`src/rtl/fetch_pc_ctrl.sv`:
```
// fetch_pc_ctrl
// Fetch-stage sequencer that decides every cycle whether the PC advances,
// holds or jumps, handles the instruction-memory request/ready handshake,
// load-use stalls and EX-stage redirects, and flags when the fetched word is
// to be captured into IF/ID.
//
// Optional feature macro: FETCH_PERF_EN adds three saturating performance
// counters (fetches, PC stalls outside BOOT, redirects) and their ports.
//
// Ports:
//   clk, reset        clock, synchronous active-high reset
//   pc_cur            current PC (PC register output)
//   hazard_stall      load-use stall from the ID-stage hazard unit
//   redirect_valid    EX-stage taken branch/jump pulse
//   redirect_target   redirect destination (bits [1:0] ignored)
//   imem_ready        instruction memory returns data this cycle
//   imem_req          fetch request
//   imem_addr         fetch address (always pc_cur)
//   PC_in             next PC to the PC register
//   stall_PC          PC register hold
//   flush_IF_ID       invalidate the IF/ID register
//   if_valid          capture the fetched word into IF/ID
//   perf_*_cnt        performance counters (FETCH_PERF_EN only)
module fetch_pc_ctrl #(
  parameter int PC_INC = 4,
  parameter int CNT_W  = 32
) (
  input  logic        clk,
  input  logic        reset,
  input  logic [31:0] pc_cur,
  input  logic        hazard_stall,
  input  logic        redirect_valid,
  input  logic [31:0] redirect_target,
  input  logic        imem_ready,
  output logic        imem_req,
  output logic [31:0] imem_addr,
  output logic [31:0] PC_in,
  output logic        stall_PC,
  output logic        flush_IF_ID,
  output logic        if_valid
`ifdef FETCH_PERF_EN
  ,
  output logic [CNT_W-1:0] perf_fetch_cnt,
  output logic [CNT_W-1:0] perf_stall_cnt,
  output logic [CNT_W-1:0] perf_redirect_cnt
`endif
);

  typedef enum logic [1:0] {
    BOOT  = 2'd0,
    FETCH = 2'd1,
    DRAIN = 2'd2
  } state_t;

  state_t      state;
  state_t      state_nxt;
  logic [31:0] pend_target;
  logic [31:0] pend_target_nxt;
  logic [31:0] tgt_in;
  logic [31:0] pc_seq;

  // Targets are word aligned; the low two bits are dropped wherever used.
  assign tgt_in    = redirect_target & 32'hFFFF_FFFC;
  assign pc_seq    = pc_cur + 32'(PC_INC);
  assign imem_addr = pc_cur;

  always_ff @(posedge clk) begin
    if (reset) begin
      state       <= BOOT;
      pend_target <= '0;
    end else begin
      state       <= state_nxt;
      pend_target <= pend_target_nxt;
    end
  end

  always_comb begin
    state_nxt       = state;
    pend_target_nxt = pend_target;
    case (state)
      BOOT: begin
        if (redirect_valid) begin
          pend_target_nxt = tgt_in;
          state_nxt       = DRAIN;
        end else begin
          state_nxt = FETCH;
        end
      end
      FETCH: begin
        // A redirect that coincides with ready is applied directly; only an
        // unanswered request forces us to park the target and drain.
        if (redirect_valid && !imem_ready) begin
          pend_target_nxt = tgt_in;
          state_nxt       = DRAIN;
        end
      end
      DRAIN: begin
        if (redirect_valid) pend_target_nxt = tgt_in;
        if (imem_ready) state_nxt = FETCH;
      end
      default: state_nxt = BOOT;
    endcase
  end

  always_comb begin
    imem_req    = 1'b0;
    stall_PC    = 1'b1;
    PC_in       = pc_cur;
    flush_IF_ID = 1'b0;
    if_valid    = 1'b0;
    if (reset) begin
      PC_in = '0;
    end else begin
      flush_IF_ID = redirect_valid;
      case (state)
        BOOT: ;
        FETCH: begin
          imem_req = 1'b1;
          if (redirect_valid) begin
            if (imem_ready) begin
              PC_in    = tgt_in;
              stall_PC = 1'b0;
            end
          end else if (imem_ready && !hazard_stall) begin
            PC_in    = pc_seq;
            stall_PC = 1'b0;
            if_valid = 1'b1;
          end
        end
        DRAIN: begin
          // The outstanding request is completed at the old address; its
          // data is dropped and the newest redirect target is taken.
          imem_req = 1'b1;
          if (imem_ready) begin
            PC_in    = redirect_valid ? tgt_in : pend_target;
            stall_PC = 1'b0;
          end
        end
        default: ;
      endcase
    end
  end

`ifdef FETCH_PERF_EN
  function automatic logic [CNT_W-1:0] sat_inc(input logic [CNT_W-1:0] v,
                                               input logic inc);
    if (inc && (v != {CNT_W{1'b1}})) return v + 1'b1;
    return v;
  endfunction

  always_ff @(posedge clk) begin
    if (reset) begin
      perf_fetch_cnt    <= '0;
      perf_stall_cnt    <= '0;
      perf_redirect_cnt <= '0;
    end else begin
      perf_fetch_cnt    <= sat_inc(perf_fetch_cnt, if_valid);
      perf_stall_cnt    <= sat_inc(perf_stall_cnt, stall_PC && (state != BOOT));
      perf_redirect_cnt <= sat_inc(perf_redirect_cnt, redirect_valid);
    end
  end
`endif

endmodule

```
`config.mk`:
```
export PLATFORM = sky130hd
export DESIGN_NAME = fetch_pc_ctrl
export DESIGN_NICKNAME = d
export VERILOG_FILES = /design/src/rtl/fetch_pc_ctrl.sv
export SDC_FILE = /design/constraint.sdc
export NUM_CORES = 1
export LEC_CHECK = 0
export CAP_MARGIN = 20
export CORE_MARGIN = 2
export CORE_UTILIZATION = 30
export CTS_BUF_LIST = sky130_fd_sc_hd__clkbuf_8
export CTS_CLUSTER_DIAMETER = 30
export DETAILED_ROUTE_END_ITERATION = 7
export PLACE_DENSITY = 0.65
export SYNTH_ARGS = -nofsm -noshare
export SYNTH_HDL_FRONTEND = slang
export SYNTH_SLANG_ARGS = --single-unit
```
`constraint.sdc`:
```
create_clock -name clk -period 7.05 [get_ports clk]
set_input_delay 1.41 -clock clk [delete_from_list [all_inputs] [get_ports clk]]
set_output_delay 1.41 -clock clk [all_outputs]
set_load 0.05 [all_outputs]
```
# Word level (Yosys, flattened, before mapping)
# Cells that the tools add are included.
# totals
reg_bits	34
input_bits	69
output_inout_bits	68
word_cells	42
# classes
add_sub_neg	1
n_eq_ne	4
muxes	25
n_reduce_logical	10
# op_table
operator	n
$mux 32	7
$pmux 32 s2	2
$add 32x3->32 const B	1
$mux 1	11
$mux 2	3
$pmux 2 s3	1
$ne 2x2->1 const B	2
$reduce_and 2->1	2
$reduce_or 2->1	2
$eq 2x1->1 const B	1
$eq 2x2->1 const B	1
$logic_and 1x1->1	2
$logic_not 1->1	2
$logic_not 2->1	1
$pmux 1 s2	1
$reduce_bool 2->1	1

# Logic depth before layout (Yosys ltp)
# depth
depth_word	6
ltp_mapped	9
ltp_nobuf	7

# Worst setup path before layout
# No wires, ideal clock.
# synth_path
path_kind	input port to output port
start	input port pc_cur[8]
end	output port PC_in[19]
arrival_time_ns	4.146
required_time_ns	5.640
setup_slack_ns	1.494
stages	7
n_path_buf	2
path_cell_list	clkbuf_2 -> and4_2 -> nand4_1 -> buf_2 -> nor2_1 -> nor2_1 -> a2111oi_1
# synth_between
elab_chain_len	5
# synth_lines
item	line_no	rtl
from (decl)	30	input logic [31:0] pc_cur,
$add 32x3->32	64	assign pc_seq = pc_cur + 32'(PC_INC);
$mux 32	124	end else if (imem_ready && !hazard_stall) begin
$mux 32	119	if (redirect_valid) begin
$pmux 32 s2	115	case (state)
$mux 32	111	if (reset) begin
to (decl)	37	output logic [31:0] PC_in,
# Every way passes these cells.

# Worst setup path after layout
# layout_path
start	input port pc_cur[2]
end	output port PC_in[26]
# The elaborated chain is that of the path after synthesis.

==> impl_metrics.ini <==
[status]
status = complete, no violations

[route]
drc = 0
firstDrtPassIters = 6
routed_via_density = 6.001
wirelength_mm = 16.38
first_iter_violations = 501
vias = 5131
ant_nets = 0
routedWlPerCell_um = 19.15

[power]
pwr-share-comb_pct = 71.2
switching_share_pct = 55.47
p_leak_nw = 1.904
clkPwrFrac_pct = 11.9
p_int_mw = 0.6820
powerDensity_mw_per_mm2 = 286.0
irDropWorstVdd_uv = 118.5
p_seq_share_pct = 16.9
switching_power_mw = 0.8495

[sta]
fin_crit_sh_pct = 87.69
setup_tns_ns = 0
max-slew-margin-rel_pct = 34.85
clock.fmax_mhz = 161.8
rsz0062_at_grt = false
tightest_slew_ns = 0.9773
drv_slew = 0
final-setup-viol-count = 0
finClkSkew_ns = 0.01333
min_period_ns = 6.182
hold_viol_final = 0
holdWs_ns = 0.4559

[cells_and_area]
areaGrowthSynthToFinish_pct = 31.09
layout_common_cells = clkdlybuf4s50_1, nand2_1, a21oi_1, o21ai_0, nor2_1
layout.nets = 751
fillCellCount = 1371
diodes = 0
final_common_cell = clkdlybuf4s50_1
final_area_mm2 = 0.005355
instances_no_fill = 855
layout-drive-gt1-share_pct = 5.744

[place]
dp_cells = 847
port_buffers = 134
gp_congestion = 0.9253
hpwl_mm = 11.57
dpl_cell_area_mm2 = 0.005245

[critical_path]
crit_path_top_delay_cell = clkdlybuf4s50_1
cp_slowest_stage_delay_ns = 0.87
cp-start-kind = input pin
cp-end-kind = output pin
critPathKind = input pin to output pin
cp_data_arrival_time_ns = 4.77
required_ns = 5.64
path_common_cell = clkdlybuf4s50_1
worstPathMaxFanout = 8
cp_cell_sequence = clkdlybuf4s50_1, ha_1, nand4b_1, nor4_1, nand3_1, xor2_1, a211oi_1, clkdlybuf4s50_1

[synth]
yosysUniqueCellTypes = 64
netlist_area_mm2 = 0.004085
synth-async-reset-ratio_pct = 0
synth_nets = 686
syn_area_per_cell_um2 = 6.664
yosys_most_used_dff = dfxtp_1
ys_warn_count = 0
ys_seq_area_share_pct = 16.66
ys_ff_latch = 34
synth_edf_count = 0
synthCells = 613

[hold_path]
hp-class = flop to flop

[grt]
grt_max_degree = 47
grt_pass1_vias = 4862
antenna_found_initial = 0
grt_overflow = 0
grt_pass1_wl_mm = 25.46
grt_usage_pct = 21.65

[clocking]
cts.sinks = 34
cts.hold.buffers_added = 0
numCtsBuffers = 5
post_cts_buffers = 0
root_buffer = clkbuf_8
cts.path.max_buffers = 2
cts_resized = 0
h-tree-depth = 2
cts_tree = done
cts.clk_slew.worst_paths_ns = 0.08
clk_latency_ns = 0.30

[floorplan]
fp.dieW_um = 120.7
initial_core_util_pct = 30.73
num_rows = 42
dieArea_mm2 = 0.01457
ioPinCount = 137
core_mm2 = 0.01330
die_h_um = 120.7

[job]
drv_cap = 0
-- synth_stat cells (8+ instances only) --
master	count	area [um2]
nor3_1	12	60.06
nand2_1	106	397.9
inv_1	13	48.80
buf_4	33	247.7
a211oi_1	14	105.1
and3_1	10	62.56
nand3_1	14	70.07
mux2_2	8	90.09
o21ai_0	42	210.2
a21oi_1	63	315.3
nor2_1	42	157.7
clkbuf_1	38	142.6
dfxtp_1	34	680.7
buf_2	13	65.06
a31oi_1	12	75.07
mux2i_1	30	300.3
-- final cells by class --
class	instances	area, um2	share of cell area [%]
multi-input combinational	477	2879	53.76
timing repair buffer	145	1409	26.31
sequential	34	680.7	12.71
tap	176	220.2	4.112
clock buffer	8	110.1	2.056
inverter	15	56.30	1.051
-- routing by layer --
metal | GRT usage [%] | routed length, um | vias to the layer above
met5 | 0 | 0 | -
met4 | 9.230 | 482 | 0
met3 | 3.349 | 1615 | 45
met2 | 35.10 | 7682 | 320
met1 | 28.44 | 6596 | 2414
li1 | - | - | 2352
-- sequential cells by signal (all words and copies together) (netlist names) --
signal       count
pend_target     32
state            2
-- kinds of logic after synthesis --
group                    count (synthesis)  share of synthesized area [%]
adder cells (fa/ha/maj)                  4                          1.225
multiplexers                            38                          9.556
AO/OA/AOI/OAI                          202                          31.73
flip-flops                              34                          16.66
XOR/XNOR                                 5                          1.072
buffers and inverters                  102                          12.86
AND/OR/NAND/NOR                        228                          26.89
-- per-stage QoR --
stage	util [%]	worst slack [ns]	total power, mW
after floorplan	-	1.494	0.9984
after global placement	39.45	0.9791	1.317
after detailed placement	39.45	0.9848	1.339
after CTS	40.28	0.9517	1.517
after global routing	40.28	0.7037	1.613
final	40.28	0.8681	1.532
-- power by group through the flow --
stage	Clock, mW	Combinational (mW)	Sequential (mW)
after floorplan	0	0.743	0.256
after global placement	0	1.06	0.259
after detailed placement	0	1.08	0.262
after CTS	0.180	1.08	0.258
after global routing	0.189	1.16	0.263
final	0.182	1.09	0.259
-- path summary, 6_finish.rpt --
| kind | slack (ns) | start | end | cells past startpoint |
|---|---|---|---|---|
| setup / recovery | 0.87 | pc_cur[2] | PC_in[26] | 8 |
| hold / removal | 0.46 | pend_target[31]$_SDFFE_PP0P_ | pend_target[31]$_SDFFE_PP0P_ | 2 |
| setup reg to reg | 4.26 | state[1]$_SDFFE_PP0P_ | pend_target[0]$_SDFFE_PP0P_ | 6 |
| hold reg to reg | 0.46 | pend_target[31]$_SDFFE_PP0P_ | pend_target[31]$_SDFFE_PP0P_ | 2 |
-- critical path: cells and delay by family --
family | cells | cell delay (ns)
compound gates | 1 | 0.32
simple gates | 3 | 1.06
buf+inv | 2 | 1.51
xor+xnor | 1 | 0.19
fa+ha+maj | 1 | 0.27
No activity file was read; power rests on OpenSTA's default activity.
